`src/rtl/ras_stack_ctrl_if.sv`:
```
// ras_stack_ctrl_if
// Bundles the strobes and results exchanged between the hazard/control unit
// and the return-address-stack controller.
//   master : hazard/control unit side. Drives the push/pop/rollback/ra-track
//            strobes and push_addr, and reads the RAS results.
//   slave  : RAS controller side.
// Signals:
//   RAS_push, RAS_pop       push push_addr / pop the top entry
//   push_addr [XLEN]        return address to push (PC+4 of jal/jalr)
//   RAS_rollback_pop_id     flush undo of a push issued by the ID instruction
//   RAS_rollback_push_id    flush undo of a pop issued by the ID instruction
//   RAS_rollback_push_ex    flush undo of a pop issued by the EX instruction
//   WR_ra_track_en/_data    ra-track register write
//   RAS_top [XLEN]          predicted return address
//   RAS_empty, RAS_full     occupancy flags
//   RAS_ra_track [5]        register index currently holding a copy of ra
interface ras_stack_ctrl_if #(
  parameter int XLEN = 32
);
  logic            RAS_push;
  logic            RAS_pop;
  logic [XLEN-1:0] push_addr;
  logic            RAS_rollback_pop_id;
  logic            RAS_rollback_push_id;
  logic            RAS_rollback_push_ex;
  logic            WR_ra_track_en;
  logic [4:0]      WR_ra_track_data;
  logic [XLEN-1:0] RAS_top;
  logic            RAS_empty;
  logic            RAS_full;
  logic [4:0]      RAS_ra_track;

  modport master (
    output RAS_push, RAS_pop, push_addr,
           RAS_rollback_pop_id, RAS_rollback_push_id, RAS_rollback_push_ex,
           WR_ra_track_en, WR_ra_track_data,
    input  RAS_top, RAS_empty, RAS_full, RAS_ra_track
  );

  modport slave (
    input  RAS_push, RAS_pop, push_addr,
           RAS_rollback_pop_id, RAS_rollback_push_id, RAS_rollback_push_ex,
           WR_ra_track_en, WR_ra_track_data,
    output RAS_top, RAS_empty, RAS_full, RAS_ra_track
  );
endinterface

```
`src/rtl/ras_stack_ctrl.sv`:
```
// ras_stack_ctrl
// Return-address-stack controller for jal/jalr prediction. Owns a circular
// stack of DEPTH return addresses, the next-free-slot pointer, the occupancy
// count and the ra-track register.
// Ports:
//   clk    system clock, all state changes on the rising edge
//   rst_n  asynchronous active-low reset (ptr, cnt, ra_track only)
//   bus    ras_stack_ctrl_if.slave: push/pop/rollback/ra-track strobes in,
//          RAS_top / RAS_empty / RAS_full / RAS_ra_track out
module ras_stack_ctrl #(
  parameter int DEPTH = 8,
  parameter int AW    = 3,
  parameter int XLEN  = 32
) (
  input  logic            clk,
  input  logic            rst_n,
  ras_stack_ctrl_if.slave bus
);

  localparam logic [AW:0] CNT_FULL = (AW+1)'(DEPTH);

  logic [XLEN-1:0] stack_q [DEPTH];
  logic [AW-1:0]   ptr_q, ptr_d;
  logic [AW:0]     cnt_q, cnt_d;
  logic [4:0]      ra_track_q, ra_track_d;

  logic            stack_we;
  logic [AW-1:0]   stack_widx;
  logic [XLEN-1:0] stack_wdata;
  logic            rb_any;
  logic            eff_push;
  logic [AW-1:0]   ptr_m1;
  logic [AW+1:0]   cnt_up;

  // Top of stack sits one below the next-free pointer, modulo DEPTH.
  assign ptr_m1 = ptr_q - AW'(1);

  always_comb begin
    ptr_d       = ptr_q;
    cnt_d       = cnt_q;
    ra_track_d  = ra_track_q;
    stack_we    = 1'b0;
    stack_widx  = ptr_q;
    stack_wdata = bus.push_addr;
    cnt_up      = '0;
    rb_any      = bus.RAS_rollback_pop_id | bus.RAS_rollback_push_id |
                  bus.RAS_rollback_push_ex;
    eff_push    = bus.RAS_push & ~rb_any;

    if (rb_any) begin
      // Rollback applies the net delta; the pointer wraps freely while the
      // count is clamped so repeated undo cannot corrupt occupancy.
      ptr_d  = ptr_q + AW'(bus.RAS_rollback_push_id) +
               AW'(bus.RAS_rollback_push_ex) - AW'(bus.RAS_rollback_pop_id);
      cnt_up = {1'b0, cnt_q} + (AW+2)'(bus.RAS_rollback_push_id) +
               (AW+2)'(bus.RAS_rollback_push_ex);
      if (bus.RAS_rollback_pop_id && cnt_up != '0) begin
        cnt_up = cnt_up - (AW+2)'(1);
      end
      cnt_d = (cnt_up > (AW+2)'(DEPTH)) ? CNT_FULL : cnt_up[AW:0];
    end else if (bus.RAS_push && bus.RAS_pop && cnt_q != '0) begin
      // Pop-then-push of the same frame collapses to replacing the top entry.
      stack_we   = 1'b1;
      stack_widx = ptr_m1;
    end else if (bus.RAS_push) begin
      // When full the write lands on the oldest entry, which is dropped.
      stack_we = 1'b1;
      ptr_d    = ptr_q + AW'(1);
      cnt_d    = (cnt_q == CNT_FULL) ? cnt_q : cnt_q + (AW+1)'(1);
    end else if (bus.RAS_pop && cnt_q != '0) begin
      ptr_d = ptr_m1;
      cnt_d = cnt_q - (AW+1)'(1);
    end

    // A new ra value invalidates any tracked copy, unless software-visible
    // tracking is being written in the same cycle.
    if (bus.WR_ra_track_en) begin
      ra_track_d = bus.WR_ra_track_data;
    end else if (eff_push || bus.RAS_rollback_pop_id) begin
      ra_track_d = 5'd1;
    end
  end

  always_ff @(posedge clk or negedge rst_n) begin
    if (!rst_n) begin
      ptr_q      <= '0;
      cnt_q      <= '0;
      ra_track_q <= 5'd1;
    end else begin
      ptr_q      <= ptr_d;
      cnt_q      <= cnt_d;
      ra_track_q <= ra_track_d;
    end
  end

  // Storage is not reset; a push coinciding with reset is dropped.
  always_ff @(posedge clk) begin
    if (stack_we && rst_n) begin
      stack_q[stack_widx] <= stack_wdata;
    end
  end

  assign bus.RAS_top      = (cnt_q != '0) ? stack_q[ptr_m1] : '0;
  assign bus.RAS_empty    = (cnt_q == '0);
  assign bus.RAS_full     = (cnt_q == CNT_FULL);
  assign bus.RAS_ra_track = ra_track_q;

endmodule

```
`src/flat_wrapper.sv`:
```
// flat-port wrapper written by rule: the top's interface ports become plain ports
module ras_stack_ctrl_flat 
#(
  parameter int DEPTH = 8,
  parameter int AW    = 3,
  parameter int XLEN  = 32
)
  (clk, rst_n, bus_RAS_push, bus_RAS_pop, bus_push_addr, bus_RAS_rollback_pop_id, bus_RAS_rollback_push_id, bus_RAS_rollback_push_ex, bus_WR_ra_track_en, bus_WR_ra_track_data, bus_RAS_top, bus_RAS_empty, bus_RAS_full, bus_RAS_ra_track);
  ras_stack_ctrl_if #(.XLEN(XLEN)) bus_i ();
  input  logic clk;
  input  logic rst_n;
  input wire logic [$bits(bus_i.RAS_push)-1:0] bus_RAS_push;
  input wire logic [$bits(bus_i.RAS_pop)-1:0] bus_RAS_pop;
  input wire logic [$bits(bus_i.push_addr)-1:0] bus_push_addr;
  input wire logic [$bits(bus_i.RAS_rollback_pop_id)-1:0] bus_RAS_rollback_pop_id;
  input wire logic [$bits(bus_i.RAS_rollback_push_id)-1:0] bus_RAS_rollback_push_id;
  input wire logic [$bits(bus_i.RAS_rollback_push_ex)-1:0] bus_RAS_rollback_push_ex;
  input wire logic [$bits(bus_i.WR_ra_track_en)-1:0] bus_WR_ra_track_en;
  input wire logic [$bits(bus_i.WR_ra_track_data)-1:0] bus_WR_ra_track_data;
  output wire logic [$bits(bus_i.RAS_top)-1:0] bus_RAS_top;
  output wire logic [$bits(bus_i.RAS_empty)-1:0] bus_RAS_empty;
  output wire logic [$bits(bus_i.RAS_full)-1:0] bus_RAS_full;
  output wire logic [$bits(bus_i.RAS_ra_track)-1:0] bus_RAS_ra_track;
  assign bus_i.RAS_push = bus_RAS_push;
  assign bus_i.RAS_pop = bus_RAS_pop;
  assign bus_i.push_addr = bus_push_addr;
  assign bus_i.RAS_rollback_pop_id = bus_RAS_rollback_pop_id;
  assign bus_i.RAS_rollback_push_id = bus_RAS_rollback_push_id;
  assign bus_i.RAS_rollback_push_ex = bus_RAS_rollback_push_ex;
  assign bus_i.WR_ra_track_en = bus_WR_ra_track_en;
  assign bus_i.WR_ra_track_data = bus_WR_ra_track_data;
  assign bus_RAS_top = bus_i.RAS_top;
  assign bus_RAS_empty = bus_i.RAS_empty;
  assign bus_RAS_full = bus_i.RAS_full;
  assign bus_RAS_ra_track = bus_i.RAS_ra_track;
  ras_stack_ctrl #(.DEPTH(DEPTH), .AW(AW), .XLEN(XLEN)) u_core (.clk(clk), .rst_n(rst_n), .bus(bus_i));
endmodule
```
`config.mk`:
```
export PLATFORM = sky130hd
export DESIGN_NAME = ras_stack_ctrl_flat
export DESIGN_NICKNAME = d
export VERILOG_FILES = /design/src/rtl/ras_stack_ctrl_if.sv /design/src/rtl/ras_stack_ctrl.sv /design/src/flat_wrapper.sv
export SDC_FILE = /design/constraint.sdc
export NUM_CORES = 1
export LEC_CHECK = 0
export ABC_CLOCK_PERIOD_IN_PS = 3300
export CELL_PAD_IN_SITES_DETAIL_PLACEMENT = 2
export CELL_PAD_IN_SITES_GLOBAL_PLACEMENT = 2
export CORE_ASPECT_RATIO = 0.5
export CORE_MARGIN = 8
export CORE_UTILIZATION = 40
export DETAILED_ROUTE_END_ITERATION = 7
export GPL_TIMING_DRIVEN = 0
export PLACE_DENSITY_LB_ADDON = 0.15
export SLEW_MARGIN = 0
export SYNTH_ARGS = -nofsm -noshare
export SYNTH_HDL_FRONTEND = slang
export SYNTH_SLANG_ARGS = --single-unit
```
`constraint.sdc`:
```
create_clock -name clk -period 3.3 [get_ports clk]
set_input_delay 0.495 -clock clk [delete_from_list [all_inputs] [get_ports clk]]
set_output_delay 0.495 -clock clk [all_outputs]
set_load 0.02 [all_outputs]
```
==> PnR_summary.wiki <==
{| class="wikitable"
! Metric !! Value
|-
| Core box area || 26590 sq um
|-
| Depth of the critical timing path with buffers and inverters included || 8
|-
| Avg Synthesized Cell Area || 18.73 sq um
|-
| Critical Path Fanout Max || 8
|-
| Level count of the clock H-tree || 1
|-
| Layout cells sized above 1 || 0.2857
|-
| All-layer global routing usage || 0.1893
|-
| Die outline width || 249.5 um
|-
| Highest Clock Rate || 310.3 MHz
|-
| Required time at the worst-slack endpoint || 2.80 ns
|-
| Initial antenna violation count || 0
|-
| Die footprint || 33120 sq um
|-
| Total of flip-flops plus latches after synthesis || 268
|-
| RSZ-0062 raised after global routing || false
|-
| Top flip-flop cell by instance count after synthesis || edfxtp_1
|-
| Number of nets in the layout || 770
|-
| Cell type group with the largest total delay on the critical path || buffers and inverters
|-
| Port buffer count || 82
|-
| Result of the run || finished clean
|-
| Net switching component of the power || 0.005151 W
|-
| Total placed instance area || 12410 sq um
|-
| Wire length of the first global-routing pass || 46710 um
|-
| Static power due to leakage || 4.505 nW
|-
| Final worst clock skew || 0.03218 ns
|-
| Via density per instance || 5.544
|-
| Share of synthesized flip-flops with an asynchronous set or reset || 0.04478
|-
| DRC violation count after routing || 0
|-
| Count leader, synth || edfxtp_1
|-
| Synth-to-Final Area Change || 24.00%
|-
| Initial core utilization || 0.4100
|-
| Via count of the first global-routing pass || 6883
|-
| Cell Area, Synth || 10900 sq um
|-
| Wire length after detailed routing || 31280 um
|-
| Commonest cells in the netlist || edfxtp_1 (256), nand2_1 (70), mux4_2 (64)
|-
| Peak per-stage delay on the critical path || 0.54 ns
|-
| Critical register-to-register path endpoint || u_core.stack_q[2][2]$_DFFE_PP_
|-
| Initial DRC Count || 381
|-
| Sequential fraction of design power || 0.290
|-
| Cell types with the largest area share after synthesis || edfxtp_1 (71%), mux4_2 (13%), dfrtp_1 (2.5%)
|-
| Cell type of the slowest stage on the worst timing path || dfrtp_1
|-
| Final Power || 0.01341 W
|-
| Endpoints failing setup || 0
|-
| Routability congestion estimate || 0.7395
|-
| Max IR drop VDD || 0.4718 mV
|-
| Post-route cell area || 13520 sq um
|-
| Clock Tree Root || clkbuf_16
|-
| Antenna cell count || 0
|-
| Syn. warnings || 0
|-
| Internal portion of total power || 0.008258 W
|-
| Detailed-router iteration count before antenna repair || 4
|-
| Critical Path Start Type || flop
|-
| Setup Crit Path Kind || flop to output pin
|-
| Type of element capturing the critical path || output pin
|-
| Relative contribution of the clock network to total power || 0.208
|-
| Net switching share of the total power || 0.3842
|-
| Ordered cell list for the critical path || inv_1, ha_4, buf_6, clkbuf_8, mux4_2, nand2_1, a21oi_2, clkdlybuf4s15_2
|-
| Share of total power in combinational logic || 0.503
|-
| Total negative setup slack || 0 ns
|-
| Count of pins over their slew limit || 0
|-
| Number of violations of the max-capacitance limit || 0
|-
| Die H || 132.7 um
|-
| Final critical-path required period || 3.222 ns
|-
| Clk_lat worst skew || 0.57 ns
|-
| Share of Yosys cell area claimed by the top area cell type || 0.7051
|-
| Number of CTS-inserted buffers || 25
|-
| Synth cell types || 50
|-
| Reg2reg setup slack || 0.32 ns
|-
| Cells after Synth || 582
|-
| Final global-route overflow total || 0
|-
| Most area-hungry cell type in the Yosys netlist || edfxtp_1
|-
| Worst flop-to-flop path startpoint || u_core.cnt_q[1]$_DFFE_PN0P_
|-
| Hold buffer count at cts || 0
|-
| Worst Max-Slew Pin Slew || 0.8119 ns
|-
| Via count || 5987
|-
| Power Dens Cells || 991.9 nW/um^2
|-
| Pin count of the biggest net entering global routing || 24
|-
| Antenna-violating nets left || 0
|-
| Sequential-to-total area share from yosys stat || 0.7327
|-
| Clock buffer depth || 3
|-
| Post-synth EDFFs || 256
|-
| Net Count, Synth || 640
|-
| DP HPWL || 19980 um
|-
| Worst min-delay path class || primary input to asynchronous set/reset pin
|-
| CTS tree || done
|-
| # clock sinks || 268
|-
| Worst endpoint data arrival time || 2.73 ns
|-
| Clock-pin slew of the registers on the worst-case setup and hold paths || 0.07 ns
|-
| Number of buffer and inverter stages on the critical path || 4
|-
| Worst Reg2Reg Path Length in Cells || 5
|-
| Number of standard-cell rows in the floorplan || 42
|-
| Top-Level Pins || 84
|-
| Average wire per cell in the routed design || 28.96 um
|-
| Number of hold violations in the final report || 0
|-
| Slew headroom || 0.4581
|-
| Final period util || 0.9765
|}
power groups by stage:
stage | logic, W | clock network [W] | registers [W]
finish | 0.00674 | 0.00278 | 0.00388
global route | 0.00723 | 0.00294 | 0.00389
CTS | 0.00701 | 0.00284 | 0.00388
detailed placement | 0.00615 | 0 | 0.00396
global placement | 0.00590 | 0 | 0.00395
floorplan | 0.00358 | 0 | 0.00393
layout by cell type (no fill, tap or decap), types with 7 or more instances in the layout:
cell	synthesis	final
mux4_2	64	64
a21oi_2	1	9
inv_1	12	11
buf_4	5	11
clkbuf_16	0	32
buf_12	0	11
clkbuf_2	1	16
nor2_4	0	8
nand2_1	70	69
ha_1	9	8
xnor2_1	11	10
edfxtp_1	256	256
dfrtp_1	11	10
clkbuf_1	18	8
clkbuf_8	0	8
nor3_1	7	7
a21oi_1	40	32
clkdlybuf4s50_1	0	50
buf_2	4	18
cell type report:
| type | instances | area, sq um |
|---|---|---|
| Inverter | 12 | 45.04 |
| Fill cell | 2384 | 13070 |
| Buffer | 30 | 397.9 |
| Clock buffer | 30 | 644.4 |
| Multi-Input combinational cell | 272 | 2869 |
| Clock inverter | 13 | 110.1 |
| Tap cell | 352 | 440.4 |
| Timing Repair Buffer | 103 | 1022 |
| Sequential cell | 268 | 7990 |
per-layer routing:
layer | track usage | wire, um
met3 | 0.03420 | 1550
met2 | 0.3167 | 15250
met1 | 0.2591 | 14020
met4 | 0.03723 | 466
met5 | 0 | 0
worst max-delay path by stage:
stage / startpoint / endpoint
after floorplan: u_core.ptr_q[0]$_DFFE_PN0P_ / u_core.stack_q[6][0]$_DFFE_PP_
after global placement: u_core.ptr_q[0]$_DFFE_PN0P_ / u_core.stack_q[7][10]$_DFFE_PP_
after detailed placement: u_core.ptr_q[0]$_DFFE_PN0P_ / bus_RAS_top[24]
after CTS: u_core.ptr_q[0]$_DFFE_PN0P_ / bus_RAS_top[25]
after global routing: u_core.ptr_q[0]$_DFFE_PN0P_ / bus_RAS_top[29]
final: u_core.ptr_q[1]$_DFFE_PN0P_ / bus_RAS_top[29]
registers in the layout, indices dropped and copies added, names as in the netlist:
register / cells
u_core.stack_q: 256
u_core.bus.RAS_ra_track: 5
u_core.cnt_q: 4
u_core.ptr_q: 3
cell families (layout without fill, tap and decap cells):
family	Yosys count	after routing	synth area share
buffers and inverters	43	188	0.01916
AOI/OAI and AO/OA	72	72	0.04177
and+or+nand+nor	107	108	0.04430
adders and majority gates	13	13	0.01767
muxes	65	65	0.1331
DFF	268	268	0.7327
xor gates and xnor gates	14	14	0.01125
metrics by stage:
| step | setup WS [ns] | hold WS [ns] | utilization | instances |
|---|---|---|---|---|
| finish | 0.07766 | 0.3973 | 0.5084 | 1080 |
| global route | 0.001808 | 0.4606 | 0.5084 | 1080 |
| CTS | 0.002987 | 0.4162 | 0.5116 | 1078 |
| detailed placement | -1.161 | 0.4570 | 0.4666 | 1024 |
| global placement | -2.430 | 0.4530 | 0.4577 | 1016 |
| floorplan | -0.2357 | 0.1994 | - | 582 |
what timing repair did:
action	in CTS	in global routing
gates resized for setup	151	36
gates cloned	3	1
setup buffers	9	1
endpoints found under the setup margin	289	47
pin swaps	3	2
Power figures use the tool's default switching activity.
